`config.mk`:
```
export PLATFORM = sky130hd
export DESIGN_NAME = operand_fetch_stage
export DESIGN_NICKNAME = d
export VERILOG_FILES = /design/src/rtl/opfetch_pkg.sv /design/src/rtl/operand_bypass_mux.sv /design/src/rtl/operand_fetch_stage.sv
export SDC_FILE = /design/constraint.sdc
export NUM_CORES = 1
export LEC_CHECK = 0
export BUFFER_PORTS_ARGS = -buffer_cell sky130_fd_sc_hd__buf_2
export CORE_AREA = 4 4 152 154
export CTS_CLUSTER_SIZE = 14
export DETAILED_ROUTE_END_ITERATION = 12
export DIE_AREA = 0 0 156 158
export PLACE_DENSITY = 0.61
export SLEW_MARGIN = 20
export SYNTH_ARGS = -nofsm -noshare
export SYNTH_HDL_FRONTEND = slang
export SYNTH_SLANG_ARGS = --single-unit
```
`constraint.sdc`:
```
create_clock -name clk_i -period 9.3 [get_ports clk_i]
set_clock_uncertainty 0.15 [all_clocks]
set_input_delay 1.395 -clock clk_i [delete_from_list [all_inputs] [get_ports clk_i]]
set_output_delay 1.395 -clock clk_i [all_outputs]
set_load 0.05 [all_outputs]
```
`src/rtl/opfetch_pkg.sv`:
```
// Shared constants for the operand fetch stage: opcodes, class masks,
// instruction field positions and the hard-wired zero register.
package opfetch_pkg;

    localparam int unsigned OPF_DATA_W   = 32;
    localparam int unsigned OPF_REG_AW   = 5;
    localparam int unsigned OPF_ZERO_REG = 31;
    localparam int unsigned INSTR_W      = 32;
    localparam int unsigned OPCODE_W     = 6;
    localparam int unsigned LIT_W        = 16;

    localparam logic [5:0] OP_LD  = 6'h18;
    localparam logic [5:0] OP_ST  = 6'h19;
    localparam logic [5:0] OP_JMP = 6'h1B;
    localparam logic [5:0] OP_BEQ = 6'h1C;
    localparam logic [5:0] OP_BNE = 6'h1D;
    localparam logic [5:0] OP_LDR = 6'h1F;

    // opcode[5:4] selects the ALU class: 2'b10 register form, 2'b11 literal form
    localparam logic [5:0] CLASS_MASK = 6'h30;
    localparam logic [5:0] CLASS_OP   = 6'h20;
    localparam logic [5:0] CLASS_OPC  = 6'h30;

    localparam int unsigned OPC_HI = 31;
    localparam int unsigned OPC_LO = 26;
    localparam int unsigned RC_HI  = 25;
    localparam int unsigned RC_LO  = 21;
    localparam int unsigned RA_HI  = 20;
    localparam int unsigned RA_LO  = 16;
    localparam int unsigned RB_HI  = 15;
    localparam int unsigned RB_LO  = 11;
    localparam int unsigned LIT_HI = 15;
    localparam int unsigned LIT_LO = 0;

    typedef enum logic [1:0] {
        CLS_OTHER = 2'd0,
        CLS_OP    = 2'd1,
        CLS_OPC   = 2'd2
    } opclass_e;

    function automatic opclass_e op_class(input logic [5:0] opcode);
        case (opcode & CLASS_MASK)
            CLASS_OP:  op_class = CLS_OP;
            CLASS_OPC: op_class = CLS_OPC;
            default:   op_class = CLS_OTHER;
        endcase
    endfunction

    function automatic logic is_pc_relative(input logic [5:0] opcode);
        case (opcode)
            OP_JMP, OP_BEQ, OP_BNE, OP_LDR: is_pc_relative = 1'b1;
            default:                        is_pc_relative = 1'b0;
        endcase
    endfunction

endpackage

```
`src/rtl/operand_bypass_mux.sv`:
```
// One register-read port: EX > MEM > WB > register file priority, with R31 pinned to 0.
// Forwarding is compiled in only when OPFETCH_BYPASS_EN is defined.
module operand_bypass_mux #(
    parameter int unsigned DATA_W   = 32,
    parameter int unsigned REG_AW   = 5,
    parameter int unsigned ZERO_REG = 31
) (
    input  logic [REG_AW-1:0] i_addr,
    input  logic [DATA_W-1:0] i_rf_dat,
    input  logic              i_ex_en,
    input  logic [REG_AW-1:0] i_ex_add,
    input  logic [DATA_W-1:0] i_ex_dat,
    input  logic              i_mem_en,
    input  logic [REG_AW-1:0] i_mem_add,
    input  logic [DATA_W-1:0] i_mem_dat,
    input  logic              i_wb_en,
    input  logic [REG_AW-1:0] i_wb_add,
    input  logic [DATA_W-1:0] i_wb_dat,
    output logic [DATA_W-1:0] o_dat,
    output logic              o_ex_match,
    output logic              o_mem_match,
    output logic              o_wb_match
);

    logic [REG_AW-1:0] w_zero_addr;
    logic              w_is_zero;

    assign w_zero_addr = REG_AW'(ZERO_REG);
    assign w_is_zero   = (i_addr == w_zero_addr);

    // The zero register never matches a producer, so it also never causes a stall
    assign o_ex_match  = i_ex_en  & ~w_is_zero & (i_ex_add  == i_addr);
    assign o_mem_match = i_mem_en & ~w_is_zero & (i_mem_add == i_addr);
    assign o_wb_match  = i_wb_en  & ~w_is_zero & (i_wb_add  == i_addr);

`ifdef OPFETCH_BYPASS_EN
    // Youngest in-flight producer wins; WB covers the same-edge register file write
    always_comb begin
        o_dat = i_rf_dat;
        if (w_is_zero) begin
            o_dat = {DATA_W{1'b0}};
        end else if (o_ex_match) begin
            o_dat = i_ex_dat;
        end else if (o_mem_match) begin
            o_dat = i_mem_dat;
        end else if (o_wb_match) begin
            o_dat = i_wb_dat;
        end else begin
            o_dat = i_rf_dat;
        end
    end
`else
    logic w_unused_fwd;
    assign w_unused_fwd = ^{i_ex_dat, i_mem_dat, i_wb_dat};

    // Without forwarding the stage stalls on any match, so only the file is read
    always_comb begin
        o_dat = i_rf_dat;
        if (w_is_zero) begin
            o_dat = {DATA_W{1'b0}};
        end else begin
            o_dat = i_rf_dat;
        end
    end
`endif

endmodule

```
`src/rtl/operand_fetch_stage.sv`:
```
// Decode/register-read stage feeding the ID/EX register with hazard stall and flush.
// OPFETCH_BYPASS_EN enables EX/MEM/WB forwarding; otherwise any in-flight match stalls.
module operand_fetch_stage
    import opfetch_pkg::*;
#(
    parameter int unsigned DATA_W   = OPF_DATA_W,
    parameter int unsigned REG_AW   = OPF_REG_AW,
    parameter int unsigned ZERO_REG = OPF_ZERO_REG
) (
    input  logic                clk_i,
    input  logic                rst_n_i,
    input  logic                if_valid_i,
    input  logic [INSTR_W-1:0]  if_instr_i,
    input  logic [DATA_W-1:0]   if_pc_i,
    output logic                if_ready_o,
    input  logic                flush_i,
    output logic [REG_AW-1:0]   rf_a_add_o,
    output logic [REG_AW-1:0]   rf_b_add_o,
    input  logic [DATA_W-1:0]   rf_a_dat_i,
    input  logic [DATA_W-1:0]   rf_b_dat_i,
    input  logic                ex_fwd_en_i,
    input  logic [REG_AW-1:0]   ex_fwd_add_i,
    input  logic [DATA_W-1:0]   ex_fwd_dat_i,
    input  logic                ex_is_load_i,
    input  logic                mem_fwd_en_i,
    input  logic [REG_AW-1:0]   mem_fwd_add_i,
    input  logic [DATA_W-1:0]   mem_fwd_dat_i,
    input  logic                wb_fwd_en_i,
    input  logic [REG_AW-1:0]   wb_fwd_add_i,
    input  logic [DATA_W-1:0]   wb_fwd_dat_i,
    input  logic                ex_ready_i,
    output logic                ex_valid_o,
    output logic [DATA_W-1:0]   ex_pc_o,
    output logic [OPCODE_W-1:0] ex_opcode_o,
    output logic [REG_AW-1:0]   ex_rc_o,
    output logic [DATA_W-1:0]   ex_op_a_o,
    output logic [DATA_W-1:0]   ex_op_b_o,
    output logic [DATA_W-1:0]   ex_st_dat_o
);

    logic [OPCODE_W-1:0] w_opcode;
    logic [REG_AW-1:0]   w_rc;
    logic [REG_AW-1:0]   w_ra;
    logic [REG_AW-1:0]   w_rb;
    logic [LIT_W-1:0]    w_lit;
    opclass_e            w_cls;
    logic                w_is_st;
    logic                w_is_ld;
    logic                w_use_b;
    logic                w_lit_sel;
    logic [DATA_W-1:0]   w_lit_sext;
    logic [REG_AW-1:0]   w_zero_addr;

    logic [DATA_W-1:0]   w_a_dat;
    logic [DATA_W-1:0]   w_b_dat;
    logic                w_ex_match_a;
    logic                w_mem_match_a;
    logic                w_wb_match_a;
    logic                w_ex_match_b;
    logic                w_mem_match_b;
    logic                w_wb_match_b;

    logic                w_hazard;
    logic                w_advance;
    logic                w_take;
    logic [DATA_W-1:0]   w_op_b;

    logic                r_ex_valid;
    logic [DATA_W-1:0]   r_ex_pc;
    logic [OPCODE_W-1:0] r_ex_opcode;
    logic [REG_AW-1:0]   r_ex_rc;
    logic [DATA_W-1:0]   r_ex_op_a;
    logic [DATA_W-1:0]   r_ex_op_b;
    logic [DATA_W-1:0]   r_ex_st_dat;

    assign w_opcode    = if_instr_i[OPC_HI:OPC_LO];
    assign w_rc        = if_instr_i[RC_HI:RC_LO];
    assign w_ra        = if_instr_i[RA_HI:RA_LO];
    assign w_rb        = if_instr_i[RB_HI:RB_LO];
    assign w_lit       = if_instr_i[LIT_HI:LIT_LO];
    assign w_cls       = op_class(w_opcode);
    assign w_is_st     = (w_opcode == OP_ST);
    assign w_is_ld     = (w_opcode == OP_LD);
    assign w_use_b     = (w_cls == CLS_OP) | w_is_st;
    assign w_lit_sel   = (w_cls == CLS_OPC) | w_is_ld | w_is_st;
    assign w_lit_sext  = {{(DATA_W-LIT_W){w_lit[LIT_W-1]}}, w_lit};
    assign w_zero_addr = REG_AW'(ZERO_REG);

    // Stores read rc on port B so its value can travel as store data
    assign rf_a_add_o = w_ra;
    assign rf_b_add_o = w_is_st ? w_rc : w_rb;

    operand_bypass_mux #(
        .DATA_W   (DATA_W),
        .REG_AW   (REG_AW),
        .ZERO_REG (ZERO_REG)
    ) u_bypass_a (
        .i_addr      (rf_a_add_o),
        .i_rf_dat    (rf_a_dat_i),
        .i_ex_en     (ex_fwd_en_i),
        .i_ex_add    (ex_fwd_add_i),
        .i_ex_dat    (ex_fwd_dat_i),
        .i_mem_en    (mem_fwd_en_i),
        .i_mem_add   (mem_fwd_add_i),
        .i_mem_dat   (mem_fwd_dat_i),
        .i_wb_en     (wb_fwd_en_i),
        .i_wb_add    (wb_fwd_add_i),
        .i_wb_dat    (wb_fwd_dat_i),
        .o_dat       (w_a_dat),
        .o_ex_match  (w_ex_match_a),
        .o_mem_match (w_mem_match_a),
        .o_wb_match  (w_wb_match_a)
    );

    operand_bypass_mux #(
        .DATA_W   (DATA_W),
        .REG_AW   (REG_AW),
        .ZERO_REG (ZERO_REG)
    ) u_bypass_b (
        .i_addr      (rf_b_add_o),
        .i_rf_dat    (rf_b_dat_i),
        .i_ex_en     (ex_fwd_en_i),
        .i_ex_add    (ex_fwd_add_i),
        .i_ex_dat    (ex_fwd_dat_i),
        .i_mem_en    (mem_fwd_en_i),
        .i_mem_add   (mem_fwd_add_i),
        .i_mem_dat   (mem_fwd_dat_i),
        .i_wb_en     (wb_fwd_en_i),
        .i_wb_add    (wb_fwd_add_i),
        .i_wb_dat    (wb_fwd_dat_i),
        .o_dat       (w_b_dat),
        .o_ex_match  (w_ex_match_b),
        .o_mem_match (w_mem_match_b),
        .o_wb_match  (w_wb_match_b)
    );

`ifdef OPFETCH_BYPASS_EN
    logic w_unused_match;
    assign w_unused_match = ^{w_mem_match_a, w_wb_match_a, w_mem_match_b, w_wb_match_b};

    // Only a load in EX has no forwardable result yet; port A is used by every opcode
    assign w_hazard = ex_fwd_en_i & ex_is_load_i & (ex_fwd_add_i != w_zero_addr)
                    & (w_ex_match_a | (w_use_b & w_ex_match_b));
`else
    logic w_unused_ld;
    assign w_unused_ld = ex_is_load_i;

    assign w_hazard = (w_ex_match_a | w_mem_match_a | w_wb_match_a)
                    | (w_use_b & (w_ex_match_b | w_mem_match_b | w_wb_match_b));
`endif

    assign w_advance  = ~r_ex_valid | ex_ready_i;
    assign if_ready_o = flush_i ? w_advance : (w_advance & ~w_hazard);
    assign w_take     = if_valid_i & ~w_hazard;
    assign w_op_b     = w_lit_sel ? w_lit_sext : w_b_dat;

    // ID/EX register: flush kills even a held entry; payload loads only with a live instruction
    always_ff @(posedge clk_i) begin
        if (!rst_n_i) begin
            r_ex_valid  <= 1'b0;
            r_ex_pc     <= {DATA_W{1'b0}};
            r_ex_opcode <= {OPCODE_W{1'b0}};
            r_ex_rc     <= {REG_AW{1'b0}};
            r_ex_op_a   <= {DATA_W{1'b0}};
            r_ex_op_b   <= {DATA_W{1'b0}};
            r_ex_st_dat <= {DATA_W{1'b0}};
        end else if (flush_i) begin
            r_ex_valid <= 1'b0;
        end else if (w_advance) begin
            r_ex_valid <= w_take;
            if (w_take) begin
                r_ex_pc     <= if_pc_i;
                r_ex_opcode <= w_opcode;
                r_ex_rc     <= w_rc;
                r_ex_op_a   <= w_a_dat;
                r_ex_op_b   <= w_op_b;
                r_ex_st_dat <= w_b_dat;
            end
        end
    end

    assign ex_valid_o  = r_ex_valid;
    assign ex_pc_o     = r_ex_pc;
    assign ex_opcode_o = r_ex_opcode;
    assign ex_rc_o     = r_ex_rc;
    assign ex_op_a_o   = r_ex_op_a;
    assign ex_op_b_o   = r_ex_op_b;
    assign ex_st_dat_o = r_ex_st_dat;

endmodule

```
==> impl_summary.txt <==
----------------------------------------------------
[Status]
  Outcome ... finished, final reports clean

[Routing]
  Residual antenna-violating net count after detailed routing ... 0
  Iteration count of the initial detailed-routing pass ... 4
  Via count of the routed design ... around 6.6k
  Count of unresolved DRC violations after routing ... 0
  Vias per inst ... just under 5
  Initial detailed-routing violation count ... around 370
  Overall routed net length ... around 22,000 um
  Average detailed-routed wire length per instance ... 16.51 um

[Placement]
  Detailed Place HPWL ... between 15,000 and 20,000 um
  Routability congestion estimate from global placement ... between 0.8 and 0.9
  Pre-CTS WS ... about 3.2 ns
  Cell area after placement ... about 8300 sq um
  Port buffer count ... 301
  Placed cell count ... about 1.3k

[Yosys]
  Synthesis warning total ... 0
  Synth async-reset ratio ... 0%
  Synth cell types ... 45
  Most used standard cell by instance count after synthesis ... sky130_fd_sc_hd__nand2_1
  Post-Syn Instances ... slightly above 800
  Cell type with the largest total area after synthesis ... sky130_fd_sc_hd__dfxtp_1
  Number of enable flip-flop cells after synthesis ... 0
  Area fraction of the dominant cell type after synthesis ... between 40% and 50%
  Synth Cell Area ... 6775 sq um
  Top cells by count, synth ... 211 x sky130_fd_sc_hd__nand2_1, 140 x sky130_fd_sc_hd__dfxtp_1, 107 x sky130_fd_sc_hd__mux2i_1
  Dominant synthesized flop cell ... sky130_fd_sc_hd__dfxtp_1
  Flop and latch count out of synthesis ... 140
  Syn Area/Cell ... between 8 and 9 sq um
  Number of nets produced by synthesis ... 1,061
  Sequential cell area fraction in the yosys report ... about two fifths
  Biggest area contributors in the synthesized netlist ... sky130_fd_sc_hd__dfxtp_1 41%, sky130_fd_sc_hd__mux2i_1 16%, sky130_fd_sc_hd__nand2_1 12%

[Power]
  Total power ... ~1.7 mW
  Power per cell area ... between 150 and 200 nW/um^2
  Clock share of power ... around two fifths
  Switching power as a share of total power ... 31.58%
  Leakage power ... ~4.3 nW
  Part of the total power dissipated in combinational logic ... between 20% and 30%
  Sequential group share of total power ... a little under two fifths
  IR drop worst, VDD ... 0.00008505 V
  Net load switching power ... between 0.5 and 0.6 mW
  Pint ... 1.178 mW

[Timing]
  Slew of the pin with the lowest slew margin ... between 1 and 1.5 ns
  Fin worst setup slack ... 3.200 ns
  Setup violations, final ... 0
  Number of endpoints with negative hold slack in the final report ... 0
  Final-report max-slew violation count ... 0
  Relative max-transition margin ... 27.11%
  Unrepaired setup endpoints after global routing ... no
  Final critical delay including setup and external delays ... 6.100 ns
  Sum of negative setup slack ... 0 ns
  Peak clock frequency supported by timing ... about 0.16 GHz
  Period Utilization, post-route ... about two thirds

[Clock network]
  H-tree levels ... 4
  CTS tree ... built
  Total CTS buffers ... 17
  Count of hold-fix buffers inserted at cts ... 0
  Clock Sinks ... 140
  Setup fix buffers added after clock tree synthesis ... 0
  Root buffer cell ... sky130_fd_sc_hd__clkbuf_16
  Cts repair resizes ... 0
  Clock latency reported for the late side of the worst-skew pair ... 0.41 ns
  Clock-pin slew of the registers on the worst-case setup and hold paths ... 0.05 ns
  Max Buffers Root-to-Sink ... 2

[Worst setup path]
  Reg-to-reg startpoint ... ex_valid_o
  Crit Path Class ... input port to output pin
  Crit path DAT ... around 4.6 ns
  Endpoint required time on the critical path ... between 7 and 8 ns
  Reg2Reg Capture Point ... ex_rc_o[0]
  Start point of the critical path ... if_instr_i[27]
  End point of the critical path ... if_ready_o
  Highest fanout seen on the critical path ... 65
  Endpoint kind of the worst setup timing path ... output pin
  Number of cells traversed by the worst register-to-register path ... 7
  Kind of start point of the critical path ... input port
  Slack of the worst reg-to-reg path ... 6.50 ns

[GRT]
  Congestion Overflow GR ... 0
  Pin count of the biggest net entering global routing ... between 150 and 200
  Via count of the first global-routing pass ... 6,291
  Wire length of the first global-routing pass ... ~34,000 um
  Overall fraction of global-route tracks in use ... 17.31%
  Antenna violations before repair ... 1

[Die]
  Standard-cell rows ... 54
  Area of the die ... roughly 25,000 sq um
  Area inside the core boundary ... 21,690 sq um
  Die X-Extent ... 156 um
  Vertical extent of the die ... between 150 and 200 um
  I/O pins ... 399
  Initial core utilization ... a little under a third

[Final layout]
  Area Growth Syn to Fin ... 31.73%
  Area of the multi-input gates ... between 3000 and 4000 sq um
  Footprint of the flip-flops and latches ... 2803 sq um
  Fill cell instance count of the final layout ... 2,264
  Number of standard cells in the final layout excluding fillers ... approximately 1.4k
  Layout cells sized above 1 ... between 30% and 40%
  Diodes inserted ... 0
  Number of nets in the layout ... about 1.3k
  Area of all placed cells without fillers ... a little under 9000 sq um

[Min path]
  Hold/Removal Path Class ... flop to flop

[Flow run]
  MaxCap Viol Count ... 0

----------------------------------------------------
## per-layer routing
layer,GRT usage (%),vias up,routed length (um)
met5,0,-,13
met4,4.835,2,259
met3,4.593,18,1545
met2,30.86,207,11050
met1,20.53,3025,9535
li1,-,3299,-
## cell usage in the layout (no fill, tap or decap), drive strengths merged, types with 4 or more instances in the layout
cell type  synthesis  final
mux2i            107    107
a41o              17     17
clkbuf            54     21
clkinv             0      4
a21oi             25     25
nor4               4      4
nand4             16     16
nor2               6      6
nand3             71     71
and3              20     20
nor3               9      9
buf               22    307
o21ai             39     39
dfxtp            140    140
xnor2              9      9
xor2              18     18
inv               12     15
nand2            212    212
## kinds of logic after synthesis
logic type,after synthesis,synth area share [%]
AND/OR/NAND/NOR,353,23.42
flip-flops,140,41.37
multiplexers,107,15.81
AO/OA/AOI/OAI,98,9.179
buffers and inverters,88,6.740
XOR/XNOR,27,3.490
## registers in the layout, summed over array words and instances, names as in the netlist
register and cells:
ex_valid_o 1, ex_op_a_o 32, ex_pc_o 32, ex_opcode_o 6
ex_rc_o 5, ex_op_b_o 32, ex_st_dat_o 32
## power groups by stage
stage	sequential (mW)	combinational (mW)	clock [mW]
finish	0.650	0.357	0.715
global route	0.654	0.381	0.767
CTS	0.650	0.360	0.741
detailed placement	0.664	0.359	0
global placement	0.663	0.357	0
floorplan	0.783	0.135	0
## metrics by stage
stage	utilization (%)	hold WS [ns]
final	41.15	0.2973
after global routing	41.15	0.3127
after global placement	38.31	0.2845
after CTS	41.15	0.3030
after floorplan	-	0.5183
after detailed placement	38.31	0.2887
## worst max-delay path: stages
cell and delay [ns]:
sky130_fd_sc_hd__buf_2 0.11, sky130_fd_sc_hd__or3b_1 0.49, sky130_fd_sc_hd__nor3_1 0.21, sky130_fd_sc_hd__a21oi_1 0.12
sky130_fd_sc_hd__or4_2 0.68, sky130_fd_sc_hd__buf_4 0.35, sky130_fd_sc_hd__o21ai_0 0.16, sky130_fd_sc_hd__a31o_2 0.12
sky130_fd_sc_hd__buf_4 0.39, sky130_fd_sc_hd__a21oi_1 0.12, sky130_fd_sc_hd__nor2_1 0.10, sky130_fd_sc_hd__buf_2 0.26
## cell type report
| class | count | share of cell area, % |
|---|---|---|
| inverters | 12 | 0.5047 |
| multi-input cells | 585 | 39.56 |
| well taps | 280 | 3.925 |
| clock inverters | 12 | 1.780 |
| repair buffers | 308 | 17.71 |
| flip-flops and latches | 140 | 31.40 |
| clock buffers | 20 | 5.117 |
## worst min-delay path by stage
stage | start | endpoint | depth (start not counted)
after floorplan | ex_op_b_o[10] | ex_op_b_o[10] | 2
after global placement | ex_op_b_o[14] | ex_op_b_o[14] | 2
after detailed placement | ex_op_b_o[14] | ex_op_b_o[14] | 2
after CTS | ex_op_b_o[6] | ex_op_b_o[6] | 2
after global routing | ex_pc_o[13] | ex_pc_o[13] | 2
final | ex_op_b_o[6] | ex_op_b_o[6] | 2
Power figures use the tool's default switching activity.
